--- src/rtl/demux_1_8_dispatch_pkg.sv ---
// demux_ctrl_pkg: shared lane constants and dispatcher state encoding
package demux_ctrl_pkg;
    localparam int N_LANES = 8;
    localparam int SEL_W   = 3;
    typedef enum logic {IDLE, HOLD} state_t;
endpackage

--- src/rtl/demux_1_8_dispatch_if.sv ---
// demux_1_8_dispatch_if: producer/lane handshake bundle; slave is the dispatcher
interface demux_1_8_dispatch_if
    import demux_ctrl_pkg::*;
#(
    parameter int DATA_W = 8,
    parameter int DROP_W = 8
);
    logic               mode;
    logic [N_LANES-1:0] lane_en;
    logic               in_valid;
    logic               in_ready;
    logic [DATA_W-1:0]  in_data;
    logic [SEL_W-1:0]   in_sel;
    logic [N_LANES-1:0] out_valid;
    logic [N_LANES-1:0] out_ready;
    logic [DATA_W-1:0]  out_data;
    logic [SEL_W-1:0]   cur_lane;
    logic [SEL_W-1:0]   rr_ptr;
    logic [DROP_W-1:0]  drop_cnt;
    modport slave (
        input  mode, lane_en, in_valid, in_data, in_sel, out_ready,
        output in_ready, out_valid, out_data, cur_lane, rr_ptr, drop_cnt
    );
    modport master (
        output mode, lane_en, in_valid, in_data, in_sel, out_ready,
        input  in_ready, out_valid, out_data, cur_lane, rr_ptr, drop_cnt
    );
endinterface

--- src/rtl/demux_1_8_dispatch_rr_next_lane.sv ---
// rr_next_lane: first enabled lane at or after ptr, wrapping modulo N_LANES
module rr_next_lane
    import demux_ctrl_pkg::*;
(
    input  logic [N_LANES-1:0] i_lane_en,
    input  logic [SEL_W-1:0]   i_ptr,
    output logic [SEL_W-1:0]   o_lane,
    output logic               o_found
);
    // Scan farthest-first so the nearest enabled lane is the last write
    always_comb begin
        o_lane = i_ptr;
        for (int k = N_LANES - 1; k >= 0; k--)
            if (i_lane_en[i_ptr + SEL_W'(k)]) o_lane = i_ptr + SEL_W'(k);
    end
    assign o_found = |i_lane_en;
endmodule

--- src/rtl/demux_1_8_dispatch.sv ---
// demux_1_8_dispatch: one-word-in-flight dispatcher to 8 lanes, round-robin or directed,
// dropping directed words that target a disabled lane.
module demux_1_8_dispatch
    import demux_ctrl_pkg::*;
#(
    parameter int DATA_W = 8,
    parameter int DROP_W = 8
)(
    input logic                 clk,
    input logic                 rst,
    demux_1_8_dispatch_if.slave bus
);
    state_t             r_state;
    logic [DATA_W-1:0]  r_data;
    logic [SEL_W-1:0]   r_lane;
    logic [SEL_W-1:0]   r_rr;
    logic [DROP_W-1:0]  r_drop;
    logic [SEL_W-1:0]   w_rr_lane;
    logic [SEL_W-1:0]   w_target;
    logic               w_found;
    logic               w_xfer;
    logic               w_ready;
    logic               w_accept;
    logic               w_drop;

    rr_next_lane u_rr (
        .i_lane_en (bus.lane_en),
        .i_ptr     (r_rr),
        .o_lane    (w_rr_lane),
        .o_found   (w_found)
    );

    assign w_xfer   = (r_state == HOLD) && bus.out_ready[r_lane];
    // Round-robin with no enabled lane has nowhere to go, so stall the producer
    assign w_ready  = !rst && (bus.mode || w_found) && (r_state == IDLE || w_xfer);
    assign w_accept = bus.in_valid && w_ready;
    assign w_target = bus.mode ? bus.in_sel : w_rr_lane;
    assign w_drop   = bus.mode && !bus.lane_en[bus.in_sel];

    // A dropped word accepted in HOLD implies the held word transferred, so it falls to IDLE
    always_ff @(posedge clk or posedge rst) begin
        if (rst) begin
            r_state <= IDLE;
            r_data  <= '0;
            r_lane  <= '0;
            r_rr    <= '0;
            r_drop  <= '0;
        end else begin
            if (w_accept && !w_drop) begin
                r_state <= HOLD;
                r_data  <= bus.in_data;
                r_lane  <= w_target;
                if (!bus.mode) r_rr <= w_target + SEL_W'(1);
            end else if (w_xfer) begin
                r_state <= IDLE;
            end
            if (w_accept && w_drop && r_drop != '1) r_drop <= r_drop + DROP_W'(1);
        end
    end

    assign bus.in_ready  = w_ready;
    assign bus.out_valid = (r_state == HOLD) ? (N_LANES'(1) << r_lane) : '0;
    assign bus.out_data  = r_data;
    assign bus.cur_lane  = r_lane;
    assign bus.rr_ptr    = r_rr;
    assign bus.drop_cnt  = r_drop;
endmodule

--- src/flat_wrapper.sv ---
// flat-port wrapper written by rule: the top's interface ports become plain ports
module demux_1_8_dispatch_flat import demux_ctrl_pkg::*;
#(
    parameter int DATA_W = 8,
    parameter int DROP_W = 8
)
  (clk, rst, bus_mode, bus_lane_en, bus_in_valid, bus_in_data, bus_in_sel, bus_out_ready, bus_in_ready, bus_out_valid, bus_out_data, bus_cur_lane, bus_rr_ptr, bus_drop_cnt);
  demux_1_8_dispatch_if #(.DATA_W(DATA_W), .DROP_W(DROP_W)) bus_i ();
  input logic clk;
  input logic rst;
  input wire logic [$bits(bus_i.mode)-1:0] bus_mode;
  input wire logic [$bits(bus_i.lane_en)-1:0] bus_lane_en;
  input wire logic [$bits(bus_i.in_valid)-1:0] bus_in_valid;
  input wire logic [$bits(bus_i.in_data)-1:0] bus_in_data;
  input wire logic [$bits(bus_i.in_sel)-1:0] bus_in_sel;
  input wire logic [$bits(bus_i.out_ready)-1:0] bus_out_ready;
  output wire logic [$bits(bus_i.in_ready)-1:0] bus_in_ready;
  output wire logic [$bits(bus_i.out_valid)-1:0] bus_out_valid;
  output wire logic [$bits(bus_i.out_data)-1:0] bus_out_data;
  output wire logic [$bits(bus_i.cur_lane)-1:0] bus_cur_lane;
  output wire logic [$bits(bus_i.rr_ptr)-1:0] bus_rr_ptr;
  output wire logic [$bits(bus_i.drop_cnt)-1:0] bus_drop_cnt;
  assign bus_i.mode = bus_mode;
  assign bus_i.lane_en = bus_lane_en;
  assign bus_i.in_valid = bus_in_valid;
  assign bus_i.in_data = bus_in_data;
  assign bus_i.in_sel = bus_in_sel;
  assign bus_i.out_ready = bus_out_ready;
  assign bus_in_ready = bus_i.in_ready;
  assign bus_out_valid = bus_i.out_valid;
  assign bus_out_data = bus_i.out_data;
  assign bus_cur_lane = bus_i.cur_lane;
  assign bus_rr_ptr = bus_i.rr_ptr;
  assign bus_drop_cnt = bus_i.drop_cnt;
  demux_1_8_dispatch #(.DATA_W(DATA_W), .DROP_W(DROP_W)) u_core (.clk(clk), .rst(rst), .bus(bus_i));
endmodule
--- config.mk ---
export PLATFORM = sky130hd
export DESIGN_NAME = demux_1_8_dispatch_flat
export DESIGN_NICKNAME = d
export VERILOG_FILES = /design/src/rtl/demux_1_8_dispatch_pkg.sv /design/src/rtl/demux_1_8_dispatch_if.sv /design/src/rtl/demux_1_8_dispatch_rr_next_lane.sv /design/src/rtl/demux_1_8_dispatch.sv /design/src/flat_wrapper.sv
export SDC_FILE = /design/constraint.sdc
export NUM_CORES = 1
export LEC_CHECK = 0
export ABC_AREA = 1
export BUFFER_PORTS_ARGS = -buffer_cell sky130_fd_sc_hd__buf_2
export CAP_MARGIN = 20
export CORE_MARGIN = 2
export CORE_UTILIZATION = 50
export CTS_CLUSTER_SIZE = 30
export DETAILED_ROUTE_END_ITERATION = 8
export PLACE_DENSITY = 0.78
export SETUP_SLACK_MARGIN = 0.5
export SYNTH_ARGS = -nofsm -noshare
export SYNTH_HDL_FRONTEND = slang
export SYNTH_SLANG_ARGS = --single-unit
--- constraint.sdc ---
create_clock -name clk -period 6.78 [get_ports clk]
set_input_delay 0 -clock clk [delete_from_list [all_inputs] [get_ports clk]]
set_output_delay 0 -clock clk [all_outputs]
set_load 0.02 [all_outputs]
==> run summary, run 1 <==
HOLD PATH
----------------------------------------------------------------------------------
Number of cells traversed by the worst hold path                                 4
Hold Path End                                                         u_core.bus.cur_lane[0]$_DFFE_PP0P_
Worst min-delay path class                                                  in2reg
Worst hold path startpoint                                                bus_mode

CLOCKING
----------------------------------------------------------------------------------
CTS Root Buffer Type                                                  sky130_fd_sc_hd__clkbuf_8
Max Root-Sink Buffers                                                            2
Clock-pin slew on the worst setup and hold paths                             80 ps
Number of clock sinks                                                           23
CTS tree                                                                     built
Worst-Skew Late Latency                                                     270 ps
TritonCTS Buffers                                                                3
H-Tree Depth                                                                     1
Postcts setup bufs                                                               0

SYNTHESIS
----------------------------------------------------------------------------------
Count of mapped cells out of synthesis                                         301
Number of synthesized register bits                                             23
Number of distinct library cells after synthesis                                38
Syn Nets                                                                       336
Async S/R FF share, synth                                                     1.00
Cell area after synthesis                                                 2000 um2
Post-synth top cells                                                  sky130_fd_sc_hd__nand2_1, sky130_fd_sc_hd__nand3_1, sky130_fd_sc_hd__inv_1
Fraction of synthesized cell area taken by the top area cell type            0.287
Library cell occupying the most area in the post-synthesis netlist    sky130_fd_sc_hd__dfrtp_1
Most area-consuming cells after synthesis                             sky130_fd_sc_hd__dfrtp_1, sky130_fd_sc_hd__nand2_1, sky130_fd_sc_hd__nand3_1
Number of synthesized flops with an enable pin                                   0
Part of the Yosys area used for sequential elements                          0.287
Top_reg_cell synth                                                    sky130_fd_sc_hd__dfrtp_1
Most repeated cell in the gate-level netlist after synthesis          sky130_fd_sc_hd__nand2_1
Number of warnings issued by yosys                                               0
Mean Syn Cell Area                                                        6.66 um2

TIMING
----------------------------------------------------------------------------------
Post-route worst hold slack                                                99.6 ps
Time the worst path needs with I/O delays and setup                        2990 ps
Final setup fails                                                                0
Part of the cycle the worst path needs                                       0.441
Final clock skew                                                           3.68 ps
Remaining max-slew budget at the tightest pin                                0.415
Setup TNS Final                                                               0 ps
Transition at the pin with the smallest max-transition slack                876 ps
Final hold violation count                                                       0
Number of pins with negative max-slew slack in the final report                  0
Setup repair after global routing missed its margin                          false
Achievable frequency                                                       335 MHz

GLOBAL ROUTE
----------------------------------------------------------------------------------
Total global routing track utilization                                       0.241
Maximum number of pins on one net before global-route repair                    24
Initial antenna violation count                                                  0
Via count of the first global-routing pass                                    1954
Wire length of the first global-routing pass                               8500 um
Total overflow reported by the global router                                     0

CRITICAL PATH
----------------------------------------------------------------------------------
Cell repeated most along the worst path                               sky130_fd_sc_hd__nand2_1
Kind of end point of the critical path                                    register
Maximum single-stage delay on the critical path                             630 ps
Setup slack, reg-to-reg                                                    3790 ps
Worst EP arrival                                                           3150 ps
Buf+Inv Stages, Crit Path                                                        3
Kind of critical path                                                      reg2reg
Master of the slowest instance on the critical path                   sky130_fd_sc_hd__dfrtp_1
Startpoint class of the critical path                                     register
Family of cells with the greatest summed delay on the critical path   simple AND/OR/NAND/NOR gates
Cell chain of the critical path                                       inv_1, ha_1, inv_2, nand3_1, nand3_1, nand2_2, a21oi_2, nor2_2, nor2_2, o21bai_2, nand2_1, nand2_1, nand3_1, nand2_2, inv_1, ha_1, nand3_1, nand2_1, nand2_1, nand2_1
Capturing point of the worst reg2reg path                             u_core.bus.rr_ptr[2]$_DFFE_PP0P_
CP Max Fanout                                                                   12
Worst reg2reg startpoint                                              u_core.bus.rr_ptr[1]$_DFFE_PP0P_
Required time at the worst-slack endpoint                                  6950 ps
Cell count of the worst reg-to-reg path                                         20

ROUTE
----------------------------------------------------------------------------------
Total wirelength of the detailed-routed design                             5050 um
1st-pass router iterations                                                       4
Overall via count from detail_route                                           2135
Antenna-violating nets left                                                      0
Iter 0 DRT Violations                                                          119
Post-DR vias/cell                                                             5.10
Routed WL per cell                                                         12.0 um
DRC viols                                                                        0

FINISH
----------------------------------------------------------------------------------
Layout Nets                                                                    405
Synthesis-to-finish area growth                                              22.3%
Layout cell share with drive strength beyond 1                               0.298
ANT cells                                                                        0
Fillcell total                                                                 377
Layout Cells excl Fill                                                         419

FLOORPLANNING
----------------------------------------------------------------------------------
Die Area                                                                  4530 um2
Number of I/O pins                                                              62
Starting utilization of the core area                                        0.512
Std-Cell Core Area                                                        3910 um2
Rows                                                                            23
Die span in x                                                              67.3 um
Die H                                                                      67.3 um

PWR
----------------------------------------------------------------------------------
Worst ir drop on vdd                                                        216 uV
Switching share of power                                                     0.559
Total internal power                                                    0.000531 W
Cell Pwr Density                                                        492 nW/um2
Sequential share of power                                                    0.216
Clock share of power                                                         0.071
Leakage Power                                                              1.40 nW
Reported net switching power                                            0.000674 W
Combinational Power Share                                                    0.713

PLACEMENT
----------------------------------------------------------------------------------
Total placed cells including tap cells                                         406
DPL Wire Length                                                            3880 um
Placer's final routability congestion estimate                               0.946
Number of buffers inserted by port buffering                                    61

FLOW RUN
----------------------------------------------------------------------------------
Reported max-cap violation count                                                 0

OUTCOME
----------------------------------------------------------------------------------
Run status                                                               completed

[routing by layer]
metal,global-route usage,vias to the layer above,share of wire
met3,0.0350,11,0.077
met1,0.327,953,0.42
met4,0.0816,0,0.015
li1,-,1093,-
met2,0.395,78,0.49
met5,0,-,0
[registers in the layout (all words and copies together), names as in the netlist]
signal	flops
u_core.bus.drop_cnt	8
u_core.bus.out_data	8
u_core.r_state	1
u_core.bus.rr_ptr	3
u_core.bus.cur_lane	3
[cell families after synthesis]
group	Yosys count	share of synthesized area
buffers and inverters	41	0.0962
adder cells (fa/ha/maj)	4	0.0250
AO/OA/AOI/OAI	25	0.0943
AND/OR/NAND/NOR	200	0.462
flip-flops	23	0.287
XOR/XNOR	8	0.0350
[tightest hold or removal path, stage by stage]
cell and delay [ps]:
sky130_fd_sc_hd__buf_2 120, sky130_fd_sc_hd__nand2_1 90, sky130_fd_sc_hd__nand2_2 90, sky130_fd_sc_hd__o21ai_2 50
[through the flow]
| step | setup WS (ps) | instance area (um2) | util | power, W |
|---|---|---|---|---|
| floorplan | 4130 | 2000 | - | 0.000936 |
| global placement | 3980 | 2310 | 0.591 | 0.00109 |
| detailed placement | 3820 | 2310 | 0.591 | 0.00111 |
| CTS | 3810 | 2450 | 0.626 | 0.00120 |
| global route | 3500 | 2450 | 0.626 | 0.00133 |
| finish | 3790 | 2450 | 0.626 | 0.00121 |
[cell usage in the layout, fill, tap and decap left out]
cell and n:
sky130_fd_sc_hd__nand2_1 114, sky130_fd_sc_hd__buf_2 61, sky130_fd_sc_hd__nand3_1 30, sky130_fd_sc_hd__inv_1 27, sky130_fd_sc_hd__dfrtp_1 23, sky130_fd_sc_hd__nor2_1 18, sky130_fd_sc_hd__nand2_2 13, sky130_fd_sc_hd__a21oi_1 9
sky130_fd_sc_hd__dlygate4sd3_1 9, sky130_fd_sc_hd__nor2_2 8, sky130_fd_sc_hd__xor2_1 6, sky130_fd_sc_hd__o21ai_0 5, sky130_fd_sc_hd__inv_2 5, sky130_fd_sc_hd__nand3_2 5, sky130_fd_sc_hd__ha_1 4, sky130_fd_sc_hd__nor4_1 3
sky130_fd_sc_hd__nand4_1 3, sky130_fd_sc_hd__clkbuf_8 3, sky130_fd_sc_hd__nor2_4 2, sky130_fd_sc_hd__a31oi_2 2, sky130_fd_sc_hd__clkinv_2 2, sky130_fd_sc_hd__xnor2_1 2, sky130_fd_sc_hd__o22ai_1 1, sky130_fd_sc_hd__a21o_1 1
sky130_fd_sc_hd__o22ai_2 1, sky130_fd_sc_hd__a311oi_4 1, sky130_fd_sc_hd__inv_4 1, sky130_fd_sc_hd__a21oi_2 1, sky130_fd_sc_hd__o21bai_2 1, sky130_fd_sc_hd__o21ai_2 1, sky130_fd_sc_hd__o211ai_1 1, sky130_fd_sc_hd__clkinv_1 1
sky130_fd_sc_hd__o21ai_1 1, sky130_fd_sc_hd__nor3_4 1, sky130_fd_sc_hd__nand2_4 1, sky130_fd_sc_hd__nor3_1 1, sky130_fd_sc_hd__or2_2 1
[worst max-delay path by stage]
stage	startpoint	end	cells past startpoint
after floorplan	u_core.bus.rr_ptr[0]$_DFFE_PP0P_	u_core.bus.rr_ptr[2]$_DFFE_PP0P_	21
after global placement	u_core.bus.rr_ptr[1]$_DFFE_PP0P_	u_core.bus.rr_ptr[2]$_DFFE_PP0P_	20
after detailed placement	u_core.bus.rr_ptr[1]$_DFFE_PP0P_	u_core.bus.rr_ptr[2]$_DFFE_PP0P_	20
after CTS	u_core.bus.rr_ptr[1]$_DFFE_PP0P_	u_core.bus.rr_ptr[2]$_DFFE_PP0P_	20
after global routing	u_core.bus.rr_ptr[1]$_DFFE_PP0P_	u_core.bus.rr_ptr[2]$_DFFE_PP0P_	20
final	u_core.bus.rr_ptr[1]$_DFFE_PP0P_	u_core.bus.rr_ptr[2]$_DFFE_PP0P_	20
[area by class of cell]
cell class                      count  area [um2]  share of cell area
Multi-Input combinational cell    237        1230               0.504
Clock inverter                      1        5.00             0.00204
Sequential cell                    23         576               0.235
Clock buffer                        3        41.3              0.0169
Timing Repair Buffer               70         395               0.161
Inverter                           35         135              0.0552
Tap cell                           50        62.6              0.0255
[power groups by stage]
stage                     sequential [W]  combinational [W]   clock, W
after floorplan                 0.000297           0.000639          0
after global placement          0.000259           0.000835          0
after detailed placement        0.000262           0.000848          0
after CTS                       0.000260           0.000855  0.0000868
after global routing            0.000271           0.000968  0.0000924
final                           0.000260           0.000859  0.0000860
[timing repair]
action | 4_1_cts | 5_1_grt
hold endpoints to repair | 31 | 0
hold buffers | 9 | 0
resized for setup | 0 | 0
Power figures use the tool's default switching activity.
==> inputs of run 2 (changes only) <==
--- a/config.mk
+++ b/config.mk
@@ -9,10 +9,10 @@
 export BUFFER_PORTS_ARGS = -buffer_cell sky130_fd_sc_hd__buf_2
 export CAP_MARGIN = 20
 export CORE_MARGIN = 2
-export CORE_UTILIZATION = 50
+export CORE_UTILIZATION = 47
 export CTS_CLUSTER_SIZE = 30
 export DETAILED_ROUTE_END_ITERATION = 8
-export PLACE_DENSITY = 0.78
+export PLACE_DENSITY = 0.77
 export SETUP_SLACK_MARGIN = 0.5
 export SYNTH_ARGS = -nofsm -noshare
 export SYNTH_HDL_FRONTEND = slang
==> constraint.sdc (replaced) <==
create_clock -name clk -period 2.6 [get_ports clk]
set_input_delay 0 -clock clk [delete_from_list [all_inputs] [get_ports clk]]
set_output_delay 0 -clock clk [all_outputs]
set_load 0.02 [all_outputs]
==> run summary, run 2 (synthesized netlist as in run 1, its figures left out) <==
CLOCKING
------------------------------------------------------------------------------
Number of clock sinks                                                       23
CTS tree                                                                 built
Max Root-Sink Buffers                                                        2
Worst-Skew Late Latency                                                 260 ps
Clock-pin slew on the worst setup and hold paths                         80 ps
H-Tree Depth                                                                 1
CTS Root Buffer Type                                              sky130_fd_sc_hd__clkbuf_8
TritonCTS Buffers                                                            3

FINISH
------------------------------------------------------------------------------
ANT cells                                                                    0
Core utilization of the finished layout                                  0.680
Layout Nets                                                                427
Layout cell share with drive strength beyond 1                           0.419
Synthesis-to-finish area growth                                          37.8%
Fillcell total                                                             324
Commonest non-fill, non-tap cell in the layout                    sky130_fd_sc_hd__nand2_1
Top library cells by usage in the layout, fill and taps aside     sky130_fd_sc_hd__nand2_1, sky130_fd_sc_hd__buf_2, sky130_fd_sc_hd__inv_1
Summed area of non-filler cells in the final layout                   2760 um2
Layout Cells excl Fill                                                     441

ROUTE
------------------------------------------------------------------------------
Overall via count from detail_route                                       2395
Routed WL per cell                                                     13.9 um
Total wirelength of the detailed-routed design                         6150 um
Antenna-violating nets left                                                  0
Iter 0 DRT Violations                                                      136
Post-DR vias/cell                                                         5.43
DRC viols                                                                    0
1st-pass router iterations                                                   6

PWR
------------------------------------------------------------------------------
Leakage Power                                                          1.52 nW
Total internal power                                                 0.00181 W
Reported net switching power                                         0.00214 W
Worst ir drop on vdd                                                    679 uV
Cell Pwr Density                                                   1430 nW/um2
Clock share of power                                                     0.055
Sequential share of power                                                0.169
Combinational Power Share                                                0.776
Switching share of power                                                 0.542

CRITICAL PATH
------------------------------------------------------------------------------
Cell chain of the critical path                                   clkinv_4, ha_4, inv_6, nand3_2, nand3_2, nand2_2, o211ai_1, nand4_1, nand2_1, nand2_1, nand2_1, nand2_1, nand2_1, nand2_1, nand2_2, ha_4, inv_1, nand2_1, nand2_1, nand2_1, nand2_1
CP Max Fanout                                                                7
Master of the slowest instance on the critical path               sky130_fd_sc_hd__dfrtp_2
Kind of end point of the critical path                                register
Setup slack, reg-to-reg                                                 -60 ps
Cell repeated most along the worst path                           sky130_fd_sc_hd__nand2_1
Startpoint class of the critical path                                 register
Worst EP arrival                                                       2820 ps
Required time at the worst-slack endpoint                              2760 ps
Maximum single-stage delay on the critical path                         430 ps
Kind of critical path                                                  reg2reg

FLOORPLANNING
------------------------------------------------------------------------------
Std-Cell Core Area                                                    4060 um2
Die Area                                                              4800 um2
Starting utilization of the core area                                    0.494
Die span in x                                                          69.3 um
Number of I/O pins                                                          62
Die H                                                                  69.3 um
Rows                                                                        23

PLACEMENT
------------------------------------------------------------------------------
Placer's final routability congestion estimate                            1.06
Total placed cells including tap cells                                     409
Placed inst area                                                      2370 um2
DPL Wire Length                                                        4080 um
Number of buffers inserted by port buffering                                61

FLOW RUN
------------------------------------------------------------------------------
Reported max-cap violation count                                             0

GLOBAL ROUTE
------------------------------------------------------------------------------
Initial antenna violation count                                              0
Wire length of the first global-routing pass                           9380 um
Total global routing track utilization                                   0.235
Maximum number of pins on one net before global-route repair                24
Via count of the first global-routing pass                                2082
Total overflow reported by the global router                                 0

TIMING
------------------------------------------------------------------------------
Remaining max-slew budget at the tightest pin                            0.413
Part of the cycle the worst path needs                                    1.02
Time the worst path needs with I/O delays and setup                    2660 ps
Transition at the pin with the smallest max-transition slack            880 ps
Post-route worst hold slack                                             170 ps
Final setup fails                                                            1
Worst Slack Setup Final                                               -60.1 ps
Number of pins with negative max-slew slack in the final report              0
Final clock skew                                                       1.15 ps
Setup repair after global routing missed its margin                       true
Final hold violation count                                                   0
Achievable frequency                                                   376 MHz

OUTCOME
------------------------------------------------------------------------------
Run status                                                        finished with violations
Failing checks                                                    setup timing

HOLD PATH
------------------------------------------------------------------------------
Worst min-delay path class                                              in2reg

run 2: cell count changes in the layout (fill, tap and decap cells not counted), sizes merged:
cell    delta
inv        -1
clkinv     +1
buf       +22
run 2: layer usage:
layer | vias to the layer above | share of wire | global-route usage
li1 | 1136 | - | -
met1 | 1116 | 0.41 | 0.316
met2 | 121 | 0.49 | 0.394
met3 | 22 | 0.075 | 0.0349
met4 | 0 | 0.027 | 0.0654
met5 | - | 0 | 0
run 2: layout make-up:
cell class / count / area, um2 / share of cell area
clock buffers: 3 / 41.3 / 0.0150
repair buffers: 92 / 561 / 0.203
clock inverters: 1 / 5.00 / 0.00181
flip-flops and latches: 23 / 582 / 0.211
well taps: 50 / 62.6 / 0.0227
inverters: 35 / 143 / 0.0517
multi-input cells: 237 / 1370 / 0.495
run 2: critical path, delay by kind of cell, from the launching register on:
kind | cells | cell delay (ps)
buf+inv | 3 | 240
compound gates | 1 | 260
fa+ha+maj | 2 | 450
simple gates | 15 | 1180
flops | 1 | 430
run 2: metrics by stage:
step | setup TNS (ps) | total power, W | setup WS (ps)
2_1_floorplan | 0 | 0.00251 | 159
3_3_place_gp | 0 | 0.00297 | 255
3_5_place_dp | 0 | 0.00300 | 195
4_1_cts | 0 | 0.00353 | 308
5_1_grt | -136 | 0.00422 | -136
6_report | -60.1 | 0.00395 | -60.1
run 2: timing repair:
action | 4_1_cts | 5_1_grt
gates resized for setup | 7 | 22
hold buffers | 9 | 0
pin swaps | 6 | 3
hold endpoints to repair | 31 | 0
setup endpoints to repair | 5 | 7
setup buffers | 15 | 4
gates cloned | 0 | 0
run 2: power groups by stage:
stage	Clock, W	Sequential, W	Combinational [W]
2_1_floorplan	0	0.000778	0.00173
3_3_place_gp	0	0.000655	0.00232
3_5_place_dp	0	0.000656	0.00234
4_1_cts	0.000224	0.000652	0.00266
5_1_grt	0.000240	0.000689	0.00329
6_report	0.000217	0.000667	0.00307
run 2: path summary, 6_finish.rpt:
check / from / to / depth (start not counted)
max reg2reg: u_core.bus.rr_ptr[0]$_DFFE_PP0P_ / u_core.bus.rr_ptr[2]$_DFFE_PP0P_ / 21
max: u_core.bus.rr_ptr[0]$_DFFE_PP0P_ / u_core.bus.rr_ptr[2]$_DFFE_PP0P_ / 21
min: bus_in_valid / u_core.bus.drop_cnt[1]$_DFFE_PP0P_ / 5
min in group asynchronous: rst / u_core.bus.drop_cnt[4]$_DFFE_PP0P_ / 3
min reg2reg: u_core.bus.out_data[3]$_DFFE_PP0P_ / u_core.bus.out_data[3]$_DFFE_PP0P_ / 2
max in group asynchronous: rst / u_core.bus.cur_lane[1]$_DFFE_PP0P_ / 3
==> inputs of run 3 (changes only) <==
--- a/config.mk
+++ b/config.mk
@@ -9,10 +9,9 @@
 export BUFFER_PORTS_ARGS = -buffer_cell sky130_fd_sc_hd__buf_2
 export CAP_MARGIN = 20
 export CORE_MARGIN = 2
-export CORE_UTILIZATION = 47
+export CORE_UTILIZATION = 32
 export CTS_CLUSTER_SIZE = 30
 export DETAILED_ROUTE_END_ITERATION = 8
-export PLACE_DENSITY = 0.77
 export SETUP_SLACK_MARGIN = 0.5
 export SYNTH_ARGS = -nofsm -noshare
 export SYNTH_HDL_FRONTEND = slang
==> constraint.sdc (replaced) <==
create_clock -name clk -period 2.4 [get_ports clk]
set_input_delay 0 -clock clk [delete_from_list [all_inputs] [get_ports clk]]
set_output_delay 0 -clock clk [all_outputs]
set_load 0.02 [all_outputs]
==> run summary, run 3 (synthesized netlist as in run 1, its figures left out) <==
TIMING
------------------------------------------------------------------------------
Setup TNS Final                                                        -176 ps
Post-route worst hold slack                                             174 ps
Final clock skew                                                       1.77 ps
Achievable frequency                                                   406 MHz
Time the worst path needs with I/O delays and setup                    2460 ps
Transition at the pin with the smallest max-transition slack            884 ps
Remaining max-slew budget at the tightest pin                            0.410
Worst Slack Setup Final                                               -63.1 ps
Final setup fails                                                            4
Final hold violation count                                                   0
Number of pins with negative max-slew slack in the final report              0
Part of the cycle the worst path needs                                    1.03
Setup repair after global routing missed its margin                       true

OUTCOME
------------------------------------------------------------------------------
Run status                                                        finished with violations
Failing checks                                                    setup timing

FLOORPLANNING
------------------------------------------------------------------------------
Number of I/O pins                                                          62
Die span in x                                                          83.1 um
Die Area                                                              6910 um2
Rows                                                                        28
Std-Cell Core Area                                                    5990 um2
Die H                                                                  83.1 um
Starting utilization of the core area                                    0.334

FINISH
------------------------------------------------------------------------------
Top library cells by usage in the layout, fill and taps aside     sky130_fd_sc_hd__nand2_1, sky130_fd_sc_hd__buf_2, sky130_fd_sc_hd__buf_4
Layout cell share with drive strength beyond 1                           0.467
Commonest non-fill, non-tap cell in the layout                    sky130_fd_sc_hd__nand2_1
Synthesis-to-finish area growth                                          53.1%
Layout Nets                                                                439
Core utilization of the finished layout                                  0.512
ANT cells                                                                    0

PWR
------------------------------------------------------------------------------
Combinational Power Share                                                0.790
Worst ir drop on vdd                                                    812 uV
Clock share of power                                                     0.053
Total internal power                                                 0.00221 W
Leakage Power                                                          1.60 nW
Sequential share of power                                                0.157
Cell Pwr Density                                                   1520 nW/um2
Overall power                                                        0.00467 W
Switching share of power                                                 0.527
Reported net switching power                                         0.00246 W

CLOCKING
------------------------------------------------------------------------------
Clock-pin slew on the worst setup and hold paths                         90 ps
Worst-Skew Late Latency                                                 270 ps
Number of clock sinks                                                       23
H-Tree Depth                                                                 1
TritonCTS Buffers                                                            3
CTS tree                                                                 built
Max Root-Sink Buffers                                                        2
CTS Root Buffer Type                                              sky130_fd_sc_hd__clkbuf_8

ROUTE
------------------------------------------------------------------------------
DRC viols                                                                    0
Post-DR vias/cell                                                         4.82
Iter 0 DRT Violations                                                      127
Overall via count from detail_route                                       2303
Antenna-violating nets left                                                  0
1st-pass router iterations                                                   4
Routed WL per cell                                                     13.3 um
Total wirelength of the detailed-routed design                         6360 um

CRITICAL PATH
------------------------------------------------------------------------------
Cell chain of the critical path                                   inv_2, ha_4, inv_8, nor2_4, nor2_4, nand2_2, nand2_2, a21oi_2, nor2_2, nor2_2, o21bai_2, nand2_1, nand2_2, buf_4, buf_4, buf_4, a21oi_1, a21oi_1
Maximum single-stage delay on the critical path                         440 ps
Master of the slowest instance on the critical path               sky130_fd_sc_hd__dfrtp_2
Startpoint class of the critical path                                 register
Required time at the worst-slack endpoint                              2560 ps
Kind of critical path                                                  reg2reg
CP Max Fanout                                                                7
Worst EP arrival                                                       2620 ps
Kind of end point of the critical path                                register

GLOBAL ROUTE
------------------------------------------------------------------------------
Total global routing track utilization                                   0.169
Initial antenna violation count                                              0
Total overflow reported by the global router                                 0
Via count of the first global-routing pass                                2184
Maximum number of pins on one net before global-route repair                24
Wire length of the first global-routing pass                           9920 um

HOLD PATH
------------------------------------------------------------------------------
Worst min-delay path class                                              in2reg

PLACEMENT
------------------------------------------------------------------------------
Number of buffers inserted by port buffering                                61
Placer's final routability congestion estimate                           0.890
DPL Wire Length                                                        4380 um

FLOW RUN
------------------------------------------------------------------------------
Reported max-cap violation count                                             0

run 3: changes by cell type in the layout (fill, tap and decap cells not counted), sizes merged:
| cell | change |
|---|---|
| inv | +1 |
| clkinv | -1 |
| buf | +12 |
run 3: power groups by stage:
stage | clock network, W | logic (W) | registers (W)
6_report | 0.000249 | 0.00369 | 0.000731
5_1_grt | 0.000271 | 0.00402 | 0.000759
4_1_cts | 0.000254 | 0.00309 | 0.000713
3_5_place_dp | 0 | 0.00262 | 0.000711
3_3_place_gp | 0 | 0.00260 | 0.000711
2_1_floorplan | 0 | 0.00188 | 0.000850
run 3: final timing paths:
| check | start | to | slack (ps) | cells past startpoint |
|---|---|---|---|---|
| worst min register to register | u_core.bus.out_data[7]$_DFFE_PP0P_ | u_core.bus.out_data[7]$_DFFE_PP0P_ | 470 | 2 |
| worst max register to register | u_core.bus.rr_ptr[1]$_DFFE_PP0P_ | u_core.bus.rr_ptr[0]$_DFFE_PP0P_ | -60 | 18 |
| min in group asynchronous | rst | u_core.bus.drop_cnt[4]$_DFFE_PP0P_ | 540 | 3 |
| worst min-delay path | bus_in_sel[2] | u_core.bus.cur_lane[2]$_DFFE_PP0P_ | 170 | 5 |
| worst max-delay path | u_core.bus.rr_ptr[1]$_DFFE_PP0P_ | u_core.bus.rr_ptr[0]$_DFFE_PP0P_ | -60 | 18 |
| max in group asynchronous | rst | u_core.bus.cur_lane[1]$_DFFE_PP0P_ | 1270 | 3 |
run 3: routing by layer:
metal,track usage,part of all wire,up-vias
met5,0,0,-
met3,0.0368,0.045,10
met1,0.212,0.43,1075
met4,0.0298,0.015,0
met2,0.301,0.51,55
li1,-,-,1163
run 3: final cells by class:
cell class | count | area [um2]
well taps | 75 | 93.8
inverters | 35 | 151
multi-input cells | 237 | 1510
clock inverters | 1 | 5.00
fillers | 569 | 2920
clock buffers | 3 | 41.3
repair buffers | 104 | 686
flip-flops and latches | 23 | 581
run 3: worst max-delay path: cells and delay by family (launching register included):
family,cells,cell delay (ps)
AO/OA/AOI/OAI,4,420
adder cells (fa/ha/maj),1,370
buffers and inverters,5,520
flip-flops,1,440
AND/OR/NAND/NOR,8,620
run 3: what timing repair did:
action,CTS,global route
gates resized for setup,12,49
pin swaps,7,25
endpoints found under the setup margin,15,19
buffers inserted,19,8
endpoints found under the hold margin,31,0
hold buffers,9,0
run 3: through the flow:
step / instance area (um2) / setup WS, ps / std cells
3_3_place_gp: 2440 / 47.5 / 438
2_1_floorplan: 2050 / -40.0 / 301
6_report: 3070 / -63.1 / 478
5_1_grt: 3070 / -204 / 478
4_1_cts: 2790 / 76.6 / 470
3_5_place_dp: 2440 / -15.8 / 438
